File: src/rtl/auth_driver_mc.sv
// auth_driver_mc: round-robin authentication request driver with engine handshake, USB
// framing and link acknowledge. Define AUTH_DRV_TIMEOUT_EN to add the ack timeout/retry path.
module auth_driver_mc #(
  parameter int NUM_REQ     = 2,
  parameter int MSG_W       = 64,
  parameter int ACK_TIMEOUT = 255,
  parameter int MAX_RETRY   = 3,
  localparam int CH_W       = (NUM_REQ > 1) ? $clog2(NUM_REQ) : 1
) (
  input  logic                     clk,
  input  logic                     reset,
  input  logic [NUM_REQ-1:0]       req_valid,
  input  logic [8*NUM_REQ-1:0]     req_cmd,
  input  logic [MSG_W*NUM_REQ-1:0] req_msg,
  output logic [NUM_REQ-1:0]       req_ready,
  output logic                     eng_start,
  output logic                     eng_role,
  output logic [MSG_W-1:0]         eng_msg,
  input  logic                     eng_done,
  input  logic [MSG_W-1:0]         eng_resp,
  output logic                     resp_valid,
  output logic [MSG_W-1:0]         resp_msg,
  output logic [CH_W-1:0]          resp_chan,
  input  logic                     ack_in,
  output logic                     err_valid,
  output logic [1:0]               err_code,
  output logic                     busy
);

  typedef enum logic [2:0] {
    IDLE     = 3'd0,
    DISPATCH = 3'd1,
    ENGINE   = 3'd2,
    FRAME    = 3'd3,
    WAIT_ACK = 3'd4,
    RETRY    = 3'd5,
    ERROR    = 3'd6
  } state_t;

  state_t             state_q, state_d;
  logic [CH_W-1:0]    rr_q, rr_d;
  logic [CH_W-1:0]    chan_q, chan_d;
  logic [1:0]         role_q, role_d;
  logic               usb_q, usb_d;
  logic [MSG_W-1:0]   msg_q, msg_d;

  logic [NUM_REQ-1:0] req_ready_q, req_ready_d;
  logic               eng_start_q, eng_start_d;
  logic               eng_role_q, eng_role_d;
  logic [MSG_W-1:0]   eng_msg_q, eng_msg_d;
  logic               resp_valid_q, resp_valid_d;
  logic [MSG_W-1:0]   resp_msg_q, resp_msg_d;
  logic [CH_W-1:0]    resp_chan_q, resp_chan_d;
  logic               err_valid_q, err_valid_d;
  logic [1:0]         err_code_q, err_code_d;
  logic               busy_q, busy_d;

`ifdef AUTH_DRV_TIMEOUT_EN
  localparam int CNT_W = $clog2(ACK_TIMEOUT + 1);
  logic [CNT_W-1:0]   to_cnt_q, to_cnt_d;
  logic [3:0]         retry_q, retry_d;
`else
  // Ack wait is unbounded in this build; no timeout or retry counters exist.
`endif

  // Per-channel views of the flattened request buses.
  logic [1:0]       role_arr [NUM_REQ];
  logic             usb_arr  [NUM_REQ];
  logic [MSG_W-1:0] msg_arr  [NUM_REQ];

  genvar gi;
  generate
    for (gi = 0; gi < NUM_REQ; gi++) begin : g_unpack
      assign role_arr[gi] = req_cmd[8*gi+4 +: 2];
      assign usb_arr[gi]  = req_cmd[8*gi+2];
      assign msg_arr[gi]  = req_msg[MSG_W*gi +: MSG_W];
    end
  endgenerate

  // Round-robin search: first pending channel at or after rr, wrapping past NUM_REQ-1.
  logic               gnt_found;
  logic [CH_W-1:0]    gnt_chan;
  logic [NUM_REQ-1:0] gnt_onehot;

  always_comb begin
    logic [CH_W:0]   sum;
    logic [CH_W-1:0] idx;
    gnt_found  = 1'b0;
    gnt_chan   = '0;
    gnt_onehot = '0;
    sum        = '0;
    idx        = '0;
    for (int k = 0; k < NUM_REQ; k++) begin
      sum = {1'b0, rr_q} + (CH_W+1)'(k);
      if (sum >= (CH_W+1)'(NUM_REQ)) begin
        sum = sum - (CH_W+1)'(NUM_REQ);
      end
      idx = sum[CH_W-1:0];
      if (!gnt_found && req_valid[idx]) begin
        gnt_found       = 1'b1;
        gnt_chan        = idx;
        gnt_onehot[idx] = 1'b1;
      end
    end
  end

  logic [CH_W-1:0] rr_after;
  assign rr_after = (chan_q == CH_W'(NUM_REQ - 1)) ? '0 : chan_q + 1'b1;

  always_comb begin
    state_d      = state_q;
    rr_d         = rr_q;
    chan_d       = chan_q;
    role_d       = role_q;
    usb_d        = usb_q;
    msg_d        = msg_q;
    req_ready_d  = '0;
    eng_start_d  = 1'b0;
    eng_role_d   = eng_role_q;
    eng_msg_d    = eng_msg_q;
    resp_valid_d = resp_valid_q;
    resp_msg_d   = resp_msg_q;
    resp_chan_d  = resp_chan_q;
    err_valid_d  = 1'b0;
    err_code_d   = err_code_q;
`ifdef AUTH_DRV_TIMEOUT_EN
    to_cnt_d     = to_cnt_q;
    retry_d      = retry_q;
`endif

    case (state_q)
      IDLE: begin
        if (gnt_found) begin
          state_d     = DISPATCH;
          chan_d      = gnt_chan;
          role_d      = role_arr[gnt_chan];
          usb_d       = usb_arr[gnt_chan];
          msg_d       = msg_arr[gnt_chan];
          req_ready_d = gnt_onehot;
`ifdef AUTH_DRV_TIMEOUT_EN
          to_cnt_d    = '0;
          retry_d     = '0;
`endif
        end
      end

      DISPATCH: begin
        if (role_q == 2'b01 || role_q == 2'b10) begin
          state_d     = ENGINE;
          eng_start_d = 1'b1;
          eng_role_d  = (role_q == 2'b10);
          eng_msg_d   = msg_q;
        end else begin
          state_d     = ERROR;
          err_valid_d = 1'b1;
          err_code_d  = 2'b01;
        end
      end

      ENGINE: begin
        if (eng_done) begin
          resp_msg_d  = eng_resp;
          resp_chan_d = chan_q;
          if (usb_q) begin
            state_d = FRAME;
          end else begin
            state_d      = WAIT_ACK;
            resp_valid_d = 1'b1;
          end
        end
      end

      FRAME: begin
        resp_msg_d[MSG_W-1 -: 8] = 8'h5A;
        resp_valid_d             = 1'b1;
        state_d                  = WAIT_ACK;
      end

      WAIT_ACK: begin
        if (ack_in) begin
          // Ack beats a timeout landing on the same cycle.
          state_d      = IDLE;
          resp_valid_d = 1'b0;
          rr_d         = rr_after;
        end else begin
`ifdef AUTH_DRV_TIMEOUT_EN
          if (to_cnt_q == CNT_W'(ACK_TIMEOUT - 1)) begin
            to_cnt_d     = '0;
            resp_valid_d = 1'b0;
            if (retry_q < 4'(MAX_RETRY)) begin
              state_d = RETRY;
              retry_d = retry_q + 4'd1;
            end else begin
              state_d     = ERROR;
              err_valid_d = 1'b1;
              err_code_d  = 2'b10;
            end
          end else begin
            to_cnt_d = to_cnt_q + 1'b1;
          end
`else
          state_d = WAIT_ACK;
`endif
        end
      end

      RETRY: begin
        resp_valid_d = 1'b1;
        state_d      = WAIT_ACK;
      end

      ERROR: begin
        rr_d    = rr_after;
        state_d = IDLE;
      end

      default: state_d = IDLE;
    endcase

    busy_d = (state_d != IDLE);
  end

  always_ff @(posedge clk) begin
    if (reset) begin
      state_q      <= IDLE;
      rr_q         <= '0;
      chan_q       <= '0;
      role_q       <= '0;
      usb_q        <= 1'b0;
      msg_q        <= '0;
      req_ready_q  <= '0;
      eng_start_q  <= 1'b0;
      eng_role_q   <= 1'b0;
      eng_msg_q    <= '0;
      resp_valid_q <= 1'b0;
      resp_msg_q   <= '0;
      resp_chan_q  <= '0;
      err_valid_q  <= 1'b0;
      err_code_q   <= '0;
      busy_q       <= 1'b0;
`ifdef AUTH_DRV_TIMEOUT_EN
      to_cnt_q     <= '0;
      retry_q      <= '0;
`endif
    end else begin
      state_q      <= state_d;
      rr_q         <= rr_d;
      chan_q       <= chan_d;
      role_q       <= role_d;
      usb_q        <= usb_d;
      msg_q        <= msg_d;
      req_ready_q  <= req_ready_d;
      eng_start_q  <= eng_start_d;
      eng_role_q   <= eng_role_d;
      eng_msg_q    <= eng_msg_d;
      resp_valid_q <= resp_valid_d;
      resp_msg_q   <= resp_msg_d;
      resp_chan_q  <= resp_chan_d;
      err_valid_q  <= err_valid_d;
      err_code_q   <= err_code_d;
      busy_q       <= busy_d;
`ifdef AUTH_DRV_TIMEOUT_EN
      to_cnt_q     <= to_cnt_d;
      retry_q      <= retry_d;
`endif
    end
  end

  assign req_ready  = req_ready_q;
  assign eng_start  = eng_start_q;
  assign eng_role   = eng_role_q;
  assign eng_msg    = eng_msg_q;
  assign resp_valid = resp_valid_q;
  assign resp_msg   = resp_msg_q;
  assign resp_chan  = resp_chan_q;
  assign err_valid  = err_valid_q;
  assign err_code   = err_code_q;
  assign busy       = busy_q;

endmodule

File: config.mk
export PLATFORM = sky130hd
export DESIGN_NAME = auth_driver_mc
export DESIGN_NICKNAME = d
export VERILOG_FILES = /design/src/rtl/auth_driver_mc.sv
export SDC_FILE = /design/constraint.sdc
export NUM_CORES = 1
export LEC_CHECK = 0
export CORE_MARGIN = 1
export CORE_UTILIZATION = 42
export CTS_CLUSTER_DIAMETER = 120
export DETAILED_ROUTE_END_ITERATION = 6
export PLACE_DENSITY = 0.87
export SYNTH_ARGS = -nofsm -noshare
export SYNTH_HDL_FRONTEND = slang
export SYNTH_SLANG_ARGS = --single-unit
File: constraint.sdc
create_clock -name clk -period 2.2 [get_ports clk]
set_clock_uncertainty 0.1 [all_clocks]
set_input_delay 0.22 -clock clk [delete_from_list [all_inputs] [get_ports clk]]
set_output_delay 0.22 -clock clk [all_outputs]
set_load 0.01 [all_outputs]
-- Word-level counts from Yosys, hierarchy flattened
Index checks and enable logic that the tools add are counted.
W data, S select, Z words.
- add/subtract/negate cells: 4
- magnitude comparators: 7
- eq/ne operators: 11
- multiplexer cells: 42
- bitwise logic cells: 6
- reductions and logical operators: 20
- operator list (operator ; count):
    $mux W64 ; 4
    $mux W1 ; 22
    $pmux W8 S2 ; 1
    $mux W3 ; 5
    $pmux W3 S5 ; 1
    $reduce_and A2 Y1 ; 6
    $mux W2 ; 5
    $eq A3 B3 Y1 const B ; 3
    $eq A3 B2 Y1 const B ; 2
    $ne A2 B2 Y1 const B ; 3
    $reduce_bool A3 Y1 ; 2
    $ge A2 B2 Y1 const B ; 2
    $lt A1 B2 Y1 const B ; 2
    $not A1 Y1 ; 4
    $reduce_and A4 Y1 ; 1
    $reduce_bool A2 Y1 ; 2
    $reduce_or A2 Y1 ; 2
    $eq A3 B1 Y1 const B ; 1
    $logic_and A1 B1 Y1 ; 3
    $logic_not A3 Y1 ; 1
    $pmux W1 S3 ; 1
    $reduce_or A3 Y1 ; 1
    $add A1 B1 Y2 const B ; 1
    $demux W1 S1 ; 2
    11 further kinds ; 13
- flip-flop bits (word level): 209
- input bits: 214
- output and inout bits: 138
- logic and storage cells: 107

-- Longest topological paths before layout
- word-level depth: 12
- mapped depth: 7
- mapped depth without buffers: 5

-- Worst setup path after synthesis
Ideal clock, no wire load.
- path kind: register to register
- start: reg role_q[0]
- end: reg eng_msg_q[0] (netlist: eng_msg[0])
- setup time: 132 ps
- arrival time: 1531 ps
- data required time: 1968 ps
- path slack: 436 ps
- cell stages (with the launch flop): 8
- path buffers: 2
- period minus slack after synthesis: 1764 ps
- cell sequence: dfxtp_1 -> inv_1 -> ha_1 -> or4_1 -> buf_2 -> buf_2 -> nand2_1 -> a21oi_1
- longest elaborated chain between the ends: 3
- elaborated cells on any way between the ends: 4
- those cells by class: 2 x eq/ne; 2 x reduce/logical
- RTL lines (what ; line ; text):
    start: declaration ; 43 ; logic [1:0] role_q, role_d;
    start signal: assignment ; 249 ; role_q <= role_d;
    $eq A2 B1 Y1 / $eq A2 B2 Y1 (equally long branches) ; 148 ; if (role_q == 2'b01 || role_q == 2'b10) begin
    $logic_or A1 B1 Y1 (*) ; 148 ;
    $reduce_and A2 Y1 (no line) (*) ; - ;
    end signal: assignment ; 255 ; eng_msg_q <= eng_msg_d;
    end: declaration ; 50 ; logic [MSG_W-1:0] eng_msg_q, eng_msg_d;
Every way passes the cells marked *; elsewhere a longest branch is shown, timed or not.
A chain may end at the register's enable or synchronous reset.

-- Worst setup path in the final report
- start: reg role_q[0]
- end: reg eng_msg_q[20] (netlist: eng_msg[20])
Same word-level chain as after synthesis.

==> results.md <==
- Dividing the detail-routed via count by the number of cells gives between 5 and 6.
- After synthesis, the share of flip-flops with an asynchronous set or reset is 0%.
- The worst-case clock buffer depth is 3.
- In this run the standard cell core region covers 18,150 um^2.
- The number of hold violations in the final report was 0.
- The clock-pin slew on the worst setup and hold paths is 0.06 ns.
- The post-route netlist has 5.479% of its cells at a drive strength greater than 1.
- The number of antenna violations at the first check in global routing is 2.
- The number of cells traversed by the worst hold path is 2.
- The synthesis-stage register bit count is 209.
- For this run, the number of Yosys warnings is 0.
- The initial cell density of the core is between 40% and 50%.
- The flow ran to the end, but the final reports show violations.
- The path type of the worst setup path is flip-flop to flip-flop.
- Once the clock tree was built, the setup fixing pass inserted 0 buffers.
- Across the VDD grid, the largest voltage drop is 687.6 uV.
- The clock period could shrink to just over 2 ns.
- The area fraction in and, or, nand and nor cells after synthesis is 20.31%.
- Timing would allow up to 482.5 MHz.
- The area share of the largest cell type after synthesis is 53.34%.
- The TritonCTS clock tree is done.
- In this run the clock root is driven by a clkbuf_16.
- The dominant cell by count in the synthesized netlist is nand2_1.
- The number of nets in the final layout is 1,514.
- The share of the core filled with cells is 67.28%.
- The total detailed-routing wirelength is ~25,000 um.
- The checks that failed: design-rule violations.
- The count of hold buffers inserted by post-cts repair is 0.
- The synthesis-to-layout area growth is 55.67%.
- The sequential-to-total area share from yosys stat is 53.34%.
- The post-synthesis compound-gate area fraction is between 20 and 25%.
- The synthesized netlist net count is 1,211.
- Buffers placed on the I/O ports in this run total 340.
- In the final routed layout, each cell accounts on average for between 15 and 20 um.
- Summed over all instances, the cell type with the most area after synthesis is dfxtp_1.
- The placement row count is around 50.
- Data on the critical path is required at its endpoint by 2.44 ns.
- The setup-violating endpoint count in the final report is 0.
- The power density of the placed cells is between 900 and 1000 nW/um^2.
- A synthesized cell averages 7.883 um^2.
- After synthesis, the cell types taking the most area are dfxtp_1 53%, nand2_1 15%, a21oi_1 12%, a211oi_1 6.3%, nor2_1 3.8%.
- Sequential cells burn ~41% of the power.
- After Yosys synthesis, XOR and XNOR cells account for 0% of the synthesized area.
- Synthesis instantiated 34 different standard cells from the library.
- The synthesized netlist devotes less than 1% of its cell area to adder and majority cells.
- Measured in cells, the most critical reg-to-reg path has a length of 6.
- Of all nets on the critical path, the largest fanout is 66.
- In this run, CTS created clock tree buffers numbering 22.
- The clock drives roughly 210 sinks.
- The share of the cycle needed by the critical path after routing is 94.21%.
- Of the total power, the share spent switching nets is 29.78%.
- After detailed routing, the number of remaining DRC violations is 25.
- The detail route stage leaves a number of antenna-violating nets equal to 0.
- The number of vias after detailed routing is 8,091.
- The count of pins on the block boundary is 352.
- The combinational cell fraction of total power is roughly 25%.
- Before antenna repair, the detailed router went through 7 iterations.
- In the synthesized netlist the dominant register cell turns out to be dfxtp_1.
- The type of destination of the critical path is a flip-flop.
- The max-capacitance violation count is 0.
- The tightest min-delay check is of the primary input to flip-flop type.
- Setup repair after global routing left no endpoint under its margin.
- The die covers 19,230 um^2.
- The share of cell area taken by muxes after synthesis is 0.2552%.
- The reported leakage power is roughly 4.4 nW.
- Post-CTS repair changed the size of 0 cells.
- The launching element type of the critical path is a flip-flop.
- The number of filler cells placed in the layout is 1,425.
- Counting flops with a built-in enable in the synthesized netlist gives 0.
- The total standard cell area after synthesis is 7844 um^2.
- The overall power of the completed layout is 11.14 mW.
- The setup TNS after final layout is 0 ns.
- Global routing used 25.38% of the available tracks across all layers.
- The first-pass GRT wire length is 39,820 um.
- The internal power component is 7.823 mW.
- After the first detailed-routing iteration, the DRC count stood at 386.
- The floorplan step set the die height to 138.7 um.
- The congestion estimate from routability-driven global placement came to 0.8006.
- The max-slew violation count is 0.
- The worst pin sits at a relative slew slack of approximately 55%.
- The floorplan step set the die width to about 140 um.
- The detailed placement HPWL is 16,680 um.
- The main combinational cell family by area after synthesis is compound AO/OA/AOI/OAI gates.
- Entering global routing, the biggest net connects 86 pins.
- The total area of sequential cells is 4184 um^2.
- In this run the power spent charging and discharging nets is 3.318 mW.
- The transition time at the pin with the least slew margin is 0.6727 ns.
- In the final layout, the multi-input gates occupy 3302 um^2.
- The number of global-route vias before repair is 7,909.
- The synthesized instance count is 995.
- For the worst-skew pair, the clock arrives at the later sink with an insertion delay of 0.49 ns.
- By count the netlist is led by 314 x nand2_1, 209 x dfxtp_1, 195 x a21oi_1, 79 x nor2_1, 66 x a211oi_1.
- At the worst endpoint, the arrival time is 2.31 ns.
- Per report_power, the clock group accounts for 33.1% of the total.
- In this run the number of H-tree levels came out at 1.
- After global routing the overflow that remains totals 0.
-- worst max-delay path, stage by stage (launching register included) --
cell	delay, ns
dfxtp_1	0.31
inv_1	0.06
ha_1	0.38
or4_2	0.61
buf_12	0.22
nand2_1	0.12
a21oi_1	0.07
-- per-layer routing --
layer  global-route usage [%]  up-vias  part of all wire, %
met2                    43.76      347                   49
met1                    28.28     3737                   37
met3                    7.493       80                  9.1
li1                         -     3927                    -
met4                    13.63        0                  5.2
met5                        0        -                    0
-- cell usage in the layout (no fill, tap or decap), drive strengths merged, types with 2 or more instances in the layout --
cell	count
inv	6
nand3	2
mux2i	2
nor2	79
clkinvlp	6
a2111oi	2
nor4	3
or4	2
clkdlybuf4s50	339
ha	2
buf	23
o21a	2
a22oi	5
clkbuf	29
a21oi	195
a211oi	66
dfxtp	209
o22ai	4
nand2	314
nor3	3
nand2b	2
o21ai	4
nor2b	3
clkinv	4
-- flip-flops by register name, indices dropped and copies added, names as in the netlist, 2 cells and up --
signal	count
eng_msg	64
resp_msg	64
state_q	3
msg_q	64
req_ready	2
role_q	2
-- layout make-up --
class	count	area share (%)
flip-flops and latches	209	34.27
repair buffers	362	30.05
multi-input cells	697	27.04
clock buffers	29	5.308
well taps	229	2.347
clock inverters	11	0.7788
inverters	6	0.1844
diodes	1	0.02049
-- cell families after synthesis --
| kind of cell | after synthesis |
|---|---|
| other | 1 |
| and+or+nand+nor | 410 |
| muxes | 2 |
| AOI/OAI and AO/OA | 282 |
| adders and majority gates | 2 |
| buffers and inverters | 89 |
| DFF | 209 |
-- power groups by stage --
| stage | Sequential [mW] | Combinational [mW] | Clock, mW |
|---|---|---|---|
| after floorplan | 4.70 | 1.60 | 0 |
| after global placement | 4.67 | 2.75 | 0 |
| after detailed placement | 4.70 | 2.83 | 0 |
| after CTS | 4.62 | 2.86 | 3.78 |
| after global routing | 4.68 | 3.12 | 3.95 |
| final | 4.62 | 2.83 | 3.69 |
-- stage by stage --
step | cells | setup WS (ns) | area [um^2] | hold WS [ns]
after global placement | 1503 | -0.02164 | 11460 | 0.3341
after global routing | 1544 | 0.06337 | 12210 | 0.1467
after floorplan | 995 | 0.4363 | 7844 | 0.2560
after CTS | 1543 | 0.1468 | 12210 | 0.1063
final | 1544 | 0.1274 | 12210 | 0.1222
after detailed placement | 1503 | -0.03874 | 11460 | 0.3398
-- worst paths after layout --
kind / from / endpoint / slack, ns
worst min-delay path: reset / eng_msg[63]$_SDFFE_PP0P_ / 0.12
worst min register to register: msg_q[28]$_SDFFE_PP0N_ / eng_msg[28]$_SDFFE_PP0P_ / 0.35
worst max register to register: role_q[0]$_SDFFE_PP0N_ / eng_msg[20]$_SDFFE_PP0P_ / 0.13
worst max-delay path: role_q[0]$_SDFFE_PP0N_ / eng_msg[20]$_SDFFE_PP0P_ / 0.13
Note: power is estimated with default switching activity, not from simulation.
